--- src/rtl/vend_fsm_param.sv ---
// vend_fsm_param
//
// Parametrised vending controller. Coins of several values build up a
// saturating credit. A selection vends one of NUM_PROD products, each with
// its own price. Leftover credit is returned one unit per cycle, either
// automatically after a vend or on cancel/inactivity timeout.
//
// Ports:
//   clk           system clock, rising edge
//   rst           asynchronous, active-high reset
//   coin_valid    one-cycle strobe: a coin is present
//   coin_amt      value of that coin, in units
//   sel_valid     one-cycle strobe: product selection
//   sel_idx       selected product
//   cancel        one-cycle strobe: refund request
//   credit        current credit (registered)
//   coin_acc      pulse: coin accepted
//   coin_rej      pulse: coin rejected to the return chute
//   err_funds     pulse: selection refused (credit too low or bad index)
//   disp_valid    high while dispensing
//   disp_idx      product being dispensed, stable while disp_valid
//   change_pulse  one pulse per unit of credit returned
//   busy          high while vending or returning change
module vend_fsm_param #(
  parameter int CREDIT_W = 4,
  parameter int AMT_W = 3,
  parameter int MAX_CREDIT = 12,
  parameter int NUM_PROD = 4,
  parameter logic [NUM_PROD*CREDIT_W-1:0] PRICES = {4'd6, 4'd5, 4'd4, 4'd3},
  parameter int VEND_CYCLES = 3,
  parameter int AUTO_CHANGE = 1,
  parameter int TIMEOUT = 255,
  localparam int SEL_W = (NUM_PROD > 1) ? $clog2(NUM_PROD) : 1
) (
  input  logic                clk,
  input  logic                rst,
  input  logic                coin_valid,
  input  logic [AMT_W-1:0]    coin_amt,
  input  logic                sel_valid,
  input  logic [SEL_W-1:0]    sel_idx,
  input  logic                cancel,
  output logic [CREDIT_W-1:0] credit,
  output logic                coin_acc,
  output logic                coin_rej,
  output logic                err_funds,
  output logic                disp_valid,
  output logic [SEL_W-1:0]    disp_idx,
  output logic                change_pulse,
  output logic                busy
);

  localparam int VC_W = (VEND_CYCLES > 1) ? $clog2(VEND_CYCLES) : 1;
  localparam int TO_W = (TIMEOUT > 0) ? $clog2(TIMEOUT + 1) : 1;
  localparam logic [VC_W-1:0]     VC_LAST = VC_W'(VEND_CYCLES - 1);
  localparam logic [TO_W-1:0]     TO_LAST = TO_W'(TIMEOUT - 1);
  localparam logic [CREDIT_W:0]   MAX_L = (CREDIT_W + 1)'(MAX_CREDIT);
  localparam logic [SEL_W:0]      NUM_PROD_L = (SEL_W + 1)'(NUM_PROD);

  typedef enum logic [1:0] {
    S_IDLE,
    S_HOLD,
    S_VEND,
    S_CHANGE
  } state_t;

  state_t              state;
  logic [VC_W-1:0]     vend_cnt;
  logic [TO_W-1:0]     idle_cnt;

  // Unpack the price table once so the selection path is a plain mux.
  logic [CREDIT_W-1:0] price_tab [NUM_PROD];
  for (genvar gi = 0; gi < NUM_PROD; gi++) begin : g_price
    assign price_tab[gi] = PRICES[gi*CREDIT_W +: CREDIT_W];
  end

  logic                sel_in_range;
  logic [CREDIT_W-1:0] sel_price;
  logic                sel_ok;
  logic [CREDIT_W:0]   coin_sum;
  logic                coin_ok;
  logic                timeout_hit;

  assign sel_in_range = ({1'b0, sel_idx} < NUM_PROD_L);
  assign sel_price    = sel_in_range ? price_tab[sel_idx] : '0;
  assign sel_ok       = sel_in_range && (credit >= sel_price);
  // One extra bit so an overflowing sum is seen as too large, not wrapped.
  assign coin_sum     = (CREDIT_W + 1)'(credit) + (CREDIT_W + 1)'(coin_amt);
  assign coin_ok      = coin_valid && (coin_amt != '0) && (coin_sum <= MAX_L);
  assign timeout_hit  = (TIMEOUT != 0) && (idle_cnt == TO_LAST);

  always_ff @(posedge clk or posedge rst) begin
    if (rst) begin
      state        <= S_IDLE;
      credit       <= '0;
      coin_acc     <= 1'b0;
      coin_rej     <= 1'b0;
      err_funds    <= 1'b0;
      disp_valid   <= 1'b0;
      disp_idx     <= '0;
      change_pulse <= 1'b0;
      busy         <= 1'b0;
      vend_cnt     <= '0;
      idle_cnt     <= '0;
    end else begin
      coin_acc     <= 1'b0;
      coin_rej     <= 1'b0;
      err_funds    <= 1'b0;
      change_pulse <= 1'b0;
      case (state)
        S_IDLE, S_HOLD: begin
          // Idle counter clears unless this cycle is a quiet HOLD cycle.
          idle_cnt <= '0;
          if (cancel) begin
            coin_rej <= coin_valid;
            if (state == S_HOLD) begin
              state <= S_CHANGE;
              busy  <= 1'b1;
            end
          end else if (sel_valid) begin
            coin_rej <= coin_valid;
            if (sel_ok) begin
              credit     <= credit - sel_price;
              disp_idx   <= sel_idx;
              disp_valid <= 1'b1;
              vend_cnt   <= '0;
              state      <= S_VEND;
              busy       <= 1'b1;
            end else begin
              err_funds <= 1'b1;
            end
          end else if (coin_ok) begin
            // An accepted coin beats a timeout landing in the same cycle.
            credit   <= coin_sum[CREDIT_W-1:0];
            coin_acc <= 1'b1;
            state    <= S_HOLD;
          end else begin
            coin_rej <= coin_valid;
            if ((state == S_HOLD) && (TIMEOUT != 0)) begin
              if (timeout_hit) begin
                state <= S_CHANGE;
                busy  <= 1'b1;
              end else begin
                idle_cnt <= idle_cnt + 1'b1;
              end
            end
          end
        end
        S_VEND: begin
          coin_rej <= coin_valid;
          if (vend_cnt == VC_LAST) begin
            disp_valid <= 1'b0;
            if (credit == '0) begin
              state <= S_IDLE;
              busy  <= 1'b0;
            end else if (AUTO_CHANGE != 0) begin
              state <= S_CHANGE;
            end else begin
              state <= S_HOLD;
              busy  <= 1'b0;
            end
          end else begin
            vend_cnt <= vend_cnt + 1'b1;
          end
        end
        S_CHANGE: begin
          coin_rej     <= coin_valid;
          change_pulse <= 1'b1;
          credit       <= credit - 1'b1;
          // Leave on the cycle the last unit goes out.
          if (credit == CREDIT_W'(1)) begin
            state <= S_IDLE;
            busy  <= 1'b0;
          end
        end
        default: begin
          state <= S_IDLE;
          busy  <= 1'b0;
        end
      endcase
    end
  end

endmodule

--- config.mk ---
export PLATFORM = sky130hd
export DESIGN_NAME = vend_fsm_param
export DESIGN_NICKNAME = d
export VERILOG_FILES = /design/src/rtl/vend_fsm_param.sv
export SDC_FILE = /design/constraint.sdc
export NUM_CORES = 1
export LEC_CHECK = 0
export ABC_AREA = 1
export CAP_MARGIN = 20
export CORE_MARGIN = 2
export CORE_UTILIZATION = 35
export CTS_CLUSTER_SIZE = 14
export DETAILED_ROUTE_END_ITERATION = 16
export GPL_TIMING_DRIVEN = 0
export SLEW_MARGIN = 20
export SYNTH_ARGS = -nofsm -noshare
export SYNTH_HDL_FRONTEND = slang
export SYNTH_SLANG_ARGS = --single-unit
--- constraint.sdc ---
create_clock -name clk -period 2.9 [get_ports clk]
set_input_delay 0.58 -clock clk [delete_from_list [all_inputs] [get_ports clk]]
set_output_delay 0.58 -clock clk [all_outputs]
set_load 0.02 [all_outputs]
After elaboration in Yosys (flattened, before gate mapping)
Cells that the tools add are included.
{"block": "word_totals", "register_bits": 24, "in_bits": 10}
{"block": "classes", "addsub": 5, "order_cmp": 3, "eq_ne": 22, "n_mux": 57, "n_bitwise": 2, "reduce_logical": 15}
{"op": "8-bit two-way mux", "count": 5}
{"op": "2-bit two-way mux", "count": 14}
{"op": "1-bit two-way mux", "count": 25}
{"op": "4-bit two-way mux", "count": 6}
{"op": "4-bit inequality test (second input constant)", "count": 4}
{"op": "2-bit inequality test (second input constant)", "count": 7}
{"op": "3-bit inequality test (second input constant)", "count": 4}
{"op": "5-bit AND reduction", "count": 2}
{"op": "8-bit by 1-bit adder with 8-bit output (second input constant)", "count": 1}
{"op": "4-bit binary-select mux with 2-bit select", "count": 1}
{"op": "8-bit equality test (second input constant)", "count": 1}
{"op": "4-bit case mux with 2 select lines", "count": 1}
{"op": "4-bit AND reduction", "count": 2}
{"op": "8-bit AND reduction", "count": 1}
{"op": "2-bit equality test (second input constant)", "count": 3}
{"op": "2-bit case mux with 3 select lines", "count": 1}
{"op": "6-bit AND reduction", "count": 1}
{"op": "4-bit by 3-bit adder with 5-bit output", "count": 1}
{"op": "5-bit by 4-bit less-or-equal comparator with 1-bit output (second input constant)", "count": 1}
{"op": "5-bit inequality test (second input constant)", "count": 1}
{"op": "4-bit by 1-bit equality test with 1-bit output (second input constant)", "count": 1}
{"op": "4-bit greater-or-equal comparator", "count": 1}
{"op": "4-bit logical NOT", "count": 1}
{"op": "1-bit case mux with 2 select lines", "count": 2}
{"op": "14 further kinds", "count": 17}

Longest topological paths before layout
Gate-level depths: netlist of the first run.
{"block": "logic_depth", "word_depth": 9, "mapped_depth": 14, "mapped_depth_nobuf": 14}

Least setup slack after synthesis of the first run
OpenSTA, ideal clock, no wires.
{"block": "synth_path", "path_type": "input port to flip-flop", "start": "in sel_idx[0]", "end": "reg credit[0]", "setup_time_ns": 0.074, "t_arrival_ns": 2.042, "setup_slack_ns": 0.784, "stages": 13, "n_path_buf": 0, "path_cell_list": "inv_1 ha_1 inv_1 fa_1 inv_1 nand2_1 nand3_1 nor2_1 a21oi_1 nand2_2 inv_2 nand2_1 o21ai_2"}
{"block": "synth_via", "elab_chain_cells": 9}
{"element": "start: declaration", "line": "40", "rtl": "input logic [SEL_W-1:0] sel_idx,"}
{"element": "2-bit inverter with 3-bit output (implied by the code) *", "line": "84", "rtl": "assign sel_price = sel_in_range ? price_tab[sel_idx] : '0;"}
{"element": "4-bit binary-select mux with 2-bit select *", "line": "84"}
{"element": "4-bit two-way mux (implied by the code) * (2 in a row)", "line": "84"}
{"element": "4-bit subtractor", "line": "122", "rtl": "credit <= credit - sel_price;"}
{"element": "4-bit two-way mux", "line": "121", "rtl": "if (sel_ok) begin"}
{"element": "4-bit two-way mux", "line": "119", "rtl": "end else if (sel_valid) begin"}
{"element": "4-bit two-way mux", "line": "113", "rtl": "if (cancel) begin"}
{"element": "4-bit case mux with 2 select lines", "line": "109", "rtl": "case (state)"}
{"element": "end signal: assignment", "line": "122"}
{"element": "end signal: assignment", "line": "133", "rtl": "credit <= coin_sum[CREDIT_W-1:0];"}
{"element": "end signal: assignment", "line": "168", "rtl": "credit <= credit - 1'b1;"}
{"element": "end: declaration", "line": "42", "rtl": "output logic [CREDIT_W-1:0] credit,"}
Every way passes the cells marked *; elsewhere a longest branch is shown, timed or not. The select of a mux whose other input is x is not followed.
A chain may end at the register's enable or synchronous reset.

Worst setup path in the final report of the first run
{"block": "layout_path", "start": "in sel_idx[0]", "end": "reg credit[3]"}
The elaborated chain is that of the path after synthesis.

==> run_results.csv, run 1 <==
group,metric,value,unit
synth,synth_edf_count,0,
synth,yosys.area_share.xor_xnor,2.59,%
place,dp_cells,297,
clocking,cts_resized,0,
floorplanning,row_count,25,
grt,grt_usage,14.9,%
pwr,power_density,973,nW/um^2
place,dp_hpwl,2.72,mm
timing,max_freq,408,MHz
final_layout,layout.nets,274,
synth,async_flop_share,100,%
timing,tightest_slew,0.347,ns
place,place.gp.congestion,0.875,
timing,setup_viol,0,
clocking,cts_root_buf,"clkbuf_8",
place,portBuffers,20,
routing,post-route-drc-count,0,
clocking,h-tree-depth,1,
setup_path,critPathLaunchType,"input pin",
synth,syn-mean-instance-area,7.58,sq um
synth,synth-seq-cells,24,
synth,netlist.area_leader.share,35.5,%
synth,synth_compound_area_share,13.1,%
clocking,clockBufferDepth,2,
grt,grt_pass1_vias,1377,
setup_path,r2r_setup_slack,0.77,ns
timing,period_needed,2.45,ns
clocking,clock_latency,0.27,ns
clocking,numCtsBuffers,3,
setup_path,critPathKind,"in -> reg",
routing,postRouteWirelength,3.58,mm
synth,synth_top_family_by_area,"simple AND/OR/NAND/NOR gates",
synth,syn_inst,223,
routing,drt-initial-drc-count,61,
floorplanning,initial_utilization,36.0,%
synth,seq_area_frac_synth,35.5,%
timing,max_slew_margin,76.8,%
floorplanning,die_h,73.5,um
synth,synth.distinct_cells,25,
clocking,cts_tree,"done",
clocking,cts_setup_buffers,0,
timing,clock_skew,0.00236,ns
routing,firstDrtPassIters,4,
routing,routedWlPerCell,11.9,um
synth,synthMuxAreaShare,0,%
setup_path,critPathArrivalTime,2.66,ns
synth,syn-cell-area,1690,sq um
clocking,cts.sinks,24,
clocking,clk_pin_slew,0.09,ns
floorplanning,core_area,4690,sq um
pwr,irDropWorstVdd,0.435,mV
synth,synth_ff_type,"dfrtp_1",
run_status,status,"finished, final reports clean",
timing,rsz0062_at_grt,"false",
grt,grt_max_degree,25,
floorplanning,dieArea,5400,sq um
timing,fin_setup_tns,0,ns
grt,antenna_found_initial,0,
synth,synth_largest_area_cell,"dfrtp_1",
timing,finalHoldViolCount,0,
floorplanning,die_w,73.5,um
routing,ant_nets,0,
timing,post-route-period-util,84.6,%
setup_path,critPathCaptureType,"flip-flop",
synth,yosys_warnings,0,
floorplanning,pin_count,22,
routing,routed-via-count,1464,
setup_path,worstPathRequired,3.11,ns
synth,synth_nets,248,
grt,grt_pass1_wl,6.22,mm
setup_path,cp_max_fo,5,
clocking,cts_hold_buf,0,
final_layout,antenna-diode-count,0,
synth,synth-simple-area-share,28.8,%
routing,post_drt_via_cell_ratio,4.85,
timing,maxSlewViolCount,0,
final_layout,drive_gt1_share,12.5,%
flow_run,max_cap_viol_count,0,
synth,synth_fa_ha_area_share,12.0,%
final_layout,area_growth_syn_to_layout,21.7,%
final_layout,instances_no_fill,302,
pwr,p_leak,0.00101,uW
grt,grt_overflow_total,0,
synth,yosys-top-cells-area,"dfrtp_1, nand2_1, ha_1, nand3_1, inv_1",
worst_hold_path,hp-class,"reg -> reg",
## registers in the layout, indices dropped and copies added (netlist names)
name,flops
coin_acc,1
change_pulse,1
idle_cnt,8
credit,4
err_funds,1
disp_valid,1
disp_idx,2
busy,1
vend_cnt,2
state,2
coin_rej,1
## critical path, stage by stage
cell             delay, ns
clkdlybuf4s50_1       0.45
inv_1                 0.06
ha_1                  0.30
inv_1                 0.06
fa_1                  0.37
inv_1                 0.07
nand2_1               0.08
nand3_1               0.14
nor2_1                0.06
a21oi_1               0.17
nand2_2               0.11
inv_2                 0.10
nand2_1               0.07
o21ai_2               0.05
## final cells by class
class	instances	area, sq um
Timing Repair Buffer	21	228
Clock buffer	3	41.3
Sequential cell	24	601
Fill cell	482	2640
Clock inverter	1	30.0
Buffer	2	18.8
Multi-Input combinational cell	166	955
Inverter	31	116
Tap cell	54	67.6
## where the power goes
| group | switching (uW) | internal, uW | leakage (uW) |
|---|---|---|---|
| Combinational | 702 | 449 | 0.000661 |
| Clock | 119 | 185 | 0.0000357 |
| Sequential | 109 | 438 | 0.000310 |
| Total | 929 | 1070 | 0.00101 |
## cells by family after synthesis
| family | Yosys count |
|---|---|
| simple gates | 110 |
| compound gates | 36 |
| buf+inv | 33 |
| flops | 24 |
| fa+ha+maj | 15 |
| xor+xnor | 5 |
## worst paths after layout
kind                            startpoint           to  cells after the start
worst min register to register        busy         busy                      2
max in group asynchronous              rst         busy                      3
worst max register to register   credit[1]    credit[3]                     12
worst max-delay path            sel_idx[0]    credit[3]                     14
worst min-delay path                  busy         busy                      2
min in group asynchronous              rst  idle_cnt[1]                      2
## per-stage QoR
stage                     area (sq um)  setup slack (ns)  hold slack (ns)  utilization (%)  power [uW]
final                             2060             0.447            0.488             43.8        2000
after global routing              2060             0.267            0.555             43.8        2210
after CTS                         2030             0.446            0.489             43.3        2000
after detailed placement          1960             0.171            0.465             41.7        1690
after global placement            1960             0.170            0.468             41.7        1690
after floorplan                   1690             0.784            0.459                -        1360
## layer usage
layer / GRT usage [%] / share of wire (%) / routed length, um
met2: 23.1 / 43 / 1550
met4: 5.45 / 1.5 / 52
met5: 0 / 0 / 0
met1: 21.4 / 52 / 1880
met3: 1.65 / 2.8 / 100
## synthesized netlist by cell type, types with 2 or more instances
library cell  instances
nand2_1              58
inv_1                26
dfrtp_1              24
nand3_1              21
nor2_1               15
ha_1                 13
o21ai_0              13
a21oi_1               9
o21ai_2               6
inv_2                 5
xor2_1                5
nand2_2               4
nand4_1               4
nor2_2                4
o22ai_1               3
a21oi_2               2
fa_1                  2
nand3_2               2
## cells in the final DEF (no fill, tap or decap), types with 6 or more instances in the layout
| cell type | n |
|---|---|
| o21ai_2 | 6 |
| o21ai_0 | 13 |
| nand3_1 | 21 |
| clkdlybuf4s50_1 | 20 |
| inv_1 | 26 |
| dfrtp_1 | 24 |
| a21oi_1 | 9 |
| ha_1 | 13 |
| nor2_1 | 15 |
| nand2_1 | 58 |
Note: power is estimated with default switching activity, not from simulation.
==> run 2: changes to the inputs <==
==> constraint.sdc (replaced) <==
create_clock -name clk -period 2.2 [get_ports clk]
set_input_delay 0.44 -clock clk [delete_from_list [all_inputs] [get_ports clk]]
set_output_delay 0.44 -clock clk [all_outputs]
set_load 0.02 [all_outputs]
==> run 2 against run 1 <==
Total power grew 45%. First-iteration DRC count up 6.6%. Sequential power increased by 33%. Clock power rose by 32%. Sequential share of layout area is 1.6 points lower. Critical path depth decreased by 2. Combinational power rose by 55%. Wire length increased by 5.8%. Sequential cell count unchanged. Cell count rose by 1.3%. Final area is 6.0% higher. Global-route usage up 0.40 points. Critical endpoint is now credit[2]. Largest cell class unchanged.
==> run_results.csv, run 2 (synthesized netlist as in run 1, its figures left out) <==
group,metric,value,unit
run_status,status,"finished, final reports clean",
routing,drt-initial-drc-count,65,
floorplanning,die_w,73.5,um
setup_path,worstPathRequired,2.36,ns
clocking,numCtsBuffers,3,
floorplanning,die_h,73.5,um
final_layout,area_growth_syn_to_layout,28.9,%
pwr,power_density,1330,nW/um^2
clocking,cts_tree,"done",
grt,grt_pass1_vias,1421,
routing,routedWlPerCell,12.4,um
routing,ant_nets,0,
final_layout,drive_gt1_share,22.6,%
timing,maxSlewViolCount,0,
grt,grt_max_degree,25,
grt,antenna_found_initial,0,
clocking,cts_hold_buf,0,
timing,clock_skew,0.00485,ns
setup_path,critPathArrivalTime,2.27,ns
final_layout,multi_input_area,1030,sq um
flow_run,max_cap_viol_count,0,
grt,grt_overflow_total,0,
worst_hold_path,hp-class,"in -> async",
timing,tightest_slew,0.348,ns
routing,routed-via-count,1521,
final_layout,max_flop_register,"idle_cnt",
routing,postRouteWirelength,3.79,mm
clocking,h-tree-depth,1,
floorplanning,dieArea,5400,sq um
place,portBuffers,20,
final_layout,fill_cells,471,
setup_path,critPathLaunchType,"input pin",
floorplanning,row_count,25,
final_layout,largestRegisters,"idle_cnt x8, credit x4",
final_layout,layout.nets,278,
place,dp_hpwl,2.72,mm
floorplanning,initial_utilization,36.0,%
setup_path,critPathCaptureType,"flip-flop",
final_layout,ff_latch_area,602,sq um
timing,max_slew_margin,76.8,%
clocking,cts_root_buf,"clkbuf_8",
timing,setup_viol,0,
floorplanning,pin_count,22,
final_layout,largest_register_ff_count,8,
final_layout,mostFrequentLayoutCell,"nand2_1",
final_layout,layout_common_cells,"nand2_1, dfrtp_1, inv_1",
final_layout,antenna-diode-count,0,
routing,firstDrtPassIters,4,
place,place.gp.congestion,0.875,
clocking,clock_latency,0.27,ns
routing,post-route-drc-count,0,
pwr,irDropWorstVdd,0.641,mV
timing,max_freq,473,MHz
clocking,cts.sinks,24,
timing,period_needed,2.11,ns
clocking,clockBufferDepth,2,
setup_path,cp_max_fo,5,
final_layout,utilization,46.5,%
clocking,clk_pin_slew,0.09,ns
timing,post-route-period-util,96.1,%
setup_path,critPathKind,"in -> reg",
grt,grt_usage,15.3,%
timing,fin_setup_tns,0,ns
grt,grt_pass1_wl,6.38,mm
routing,post_drt_via_cell_ratio,4.97,
floorplanning,core_area,4690,sq um
timing,finalHoldViolCount,0,
setup_path,r2r_cells,12,
pwr,p_leak,0.00104,uW
==> run 2: routing by layer <==
layer	GRT usage [%]	share of wire [%]
met1	21.5	50
met2	24.3	45
met3	1.65	3.4
met4	5.45	1.4
met5	0	0
==> run 2: worst paths after layout <==
kind | slack (ns) | startpoint | end
setup / recovery | 0.09 | coin_amt[1] | credit[2]
hold / removal | 0.41 | rst | idle_cnt[1]
setup reg to reg | 0.14 | credit[0] | credit[2]
hold reg to reg | 0.48 | busy | busy
max in group asynchronous | 1.37 | rst | credit[1]
min in group clk | 0.48 | busy | busy
==> run 2: through the flow <==
| step | instances | power, uW | hold WS, ns | setup WS (ns) | area, sq um |
|---|---|---|---|---|---|
| after global placement | 297 | 2230 | 0.468 | -0.390 | 1960 |
| final | 306 | 2900 | 0.413 | 0.0852 | 2180 |
| after floorplan | 223 | 1790 | 0.455 | 0.171 | 1690 |
| after global routing | 306 | 3170 | 0.439 | -0.0172 | 2180 |
| after detailed placement | 297 | 2230 | 0.465 | -0.389 | 1960 |
| after CTS | 303 | 2700 | 0.489 | 0.0162 | 2070 |
==> run 2: area by class of cell <==
cell class,instances,area share [%]
Multi-Input combinational cell,166,47.4
Timing Repair Buffer,25,12.2
Tap cell,54,3.10
Sequential cell,24,27.6
Clock buffer,3,1.89
Inverter,31,5.63
Clock inverter,1,1.38
Buffer,2,0.861
==> run 2: worst max-delay path: stages <==
cell and delay [ns]:
clkdlybuf4s50_1 0.49, inv_2 0.06, fa_2 0.56, inv_2 0.05, nor2_2 0.13, nor2_4 0.05, nand3_4 0.09, nand2_4 0.08
nand2_1 0.08, nand2_2 0.09, nand2_1 0.07, o21ai_0 0.08
==> run 2: power breakdown <==
| part | total, uW | switching [uW] | internal [uW] |
|---|---|---|---|
| combinational | 1780 | 1050 | 720 |
| clock | 400 | 156 | 244 |
| sequential | 728 | 149 | 580 |
==> run 2: repair_timing <==
item                       in CTS  in global routing
gates cloned                    0                  0
setup buffers                   2                  2
setup endpoints to repair      14                 16
resized for setup              10                 21
pin swaps                       6                  7
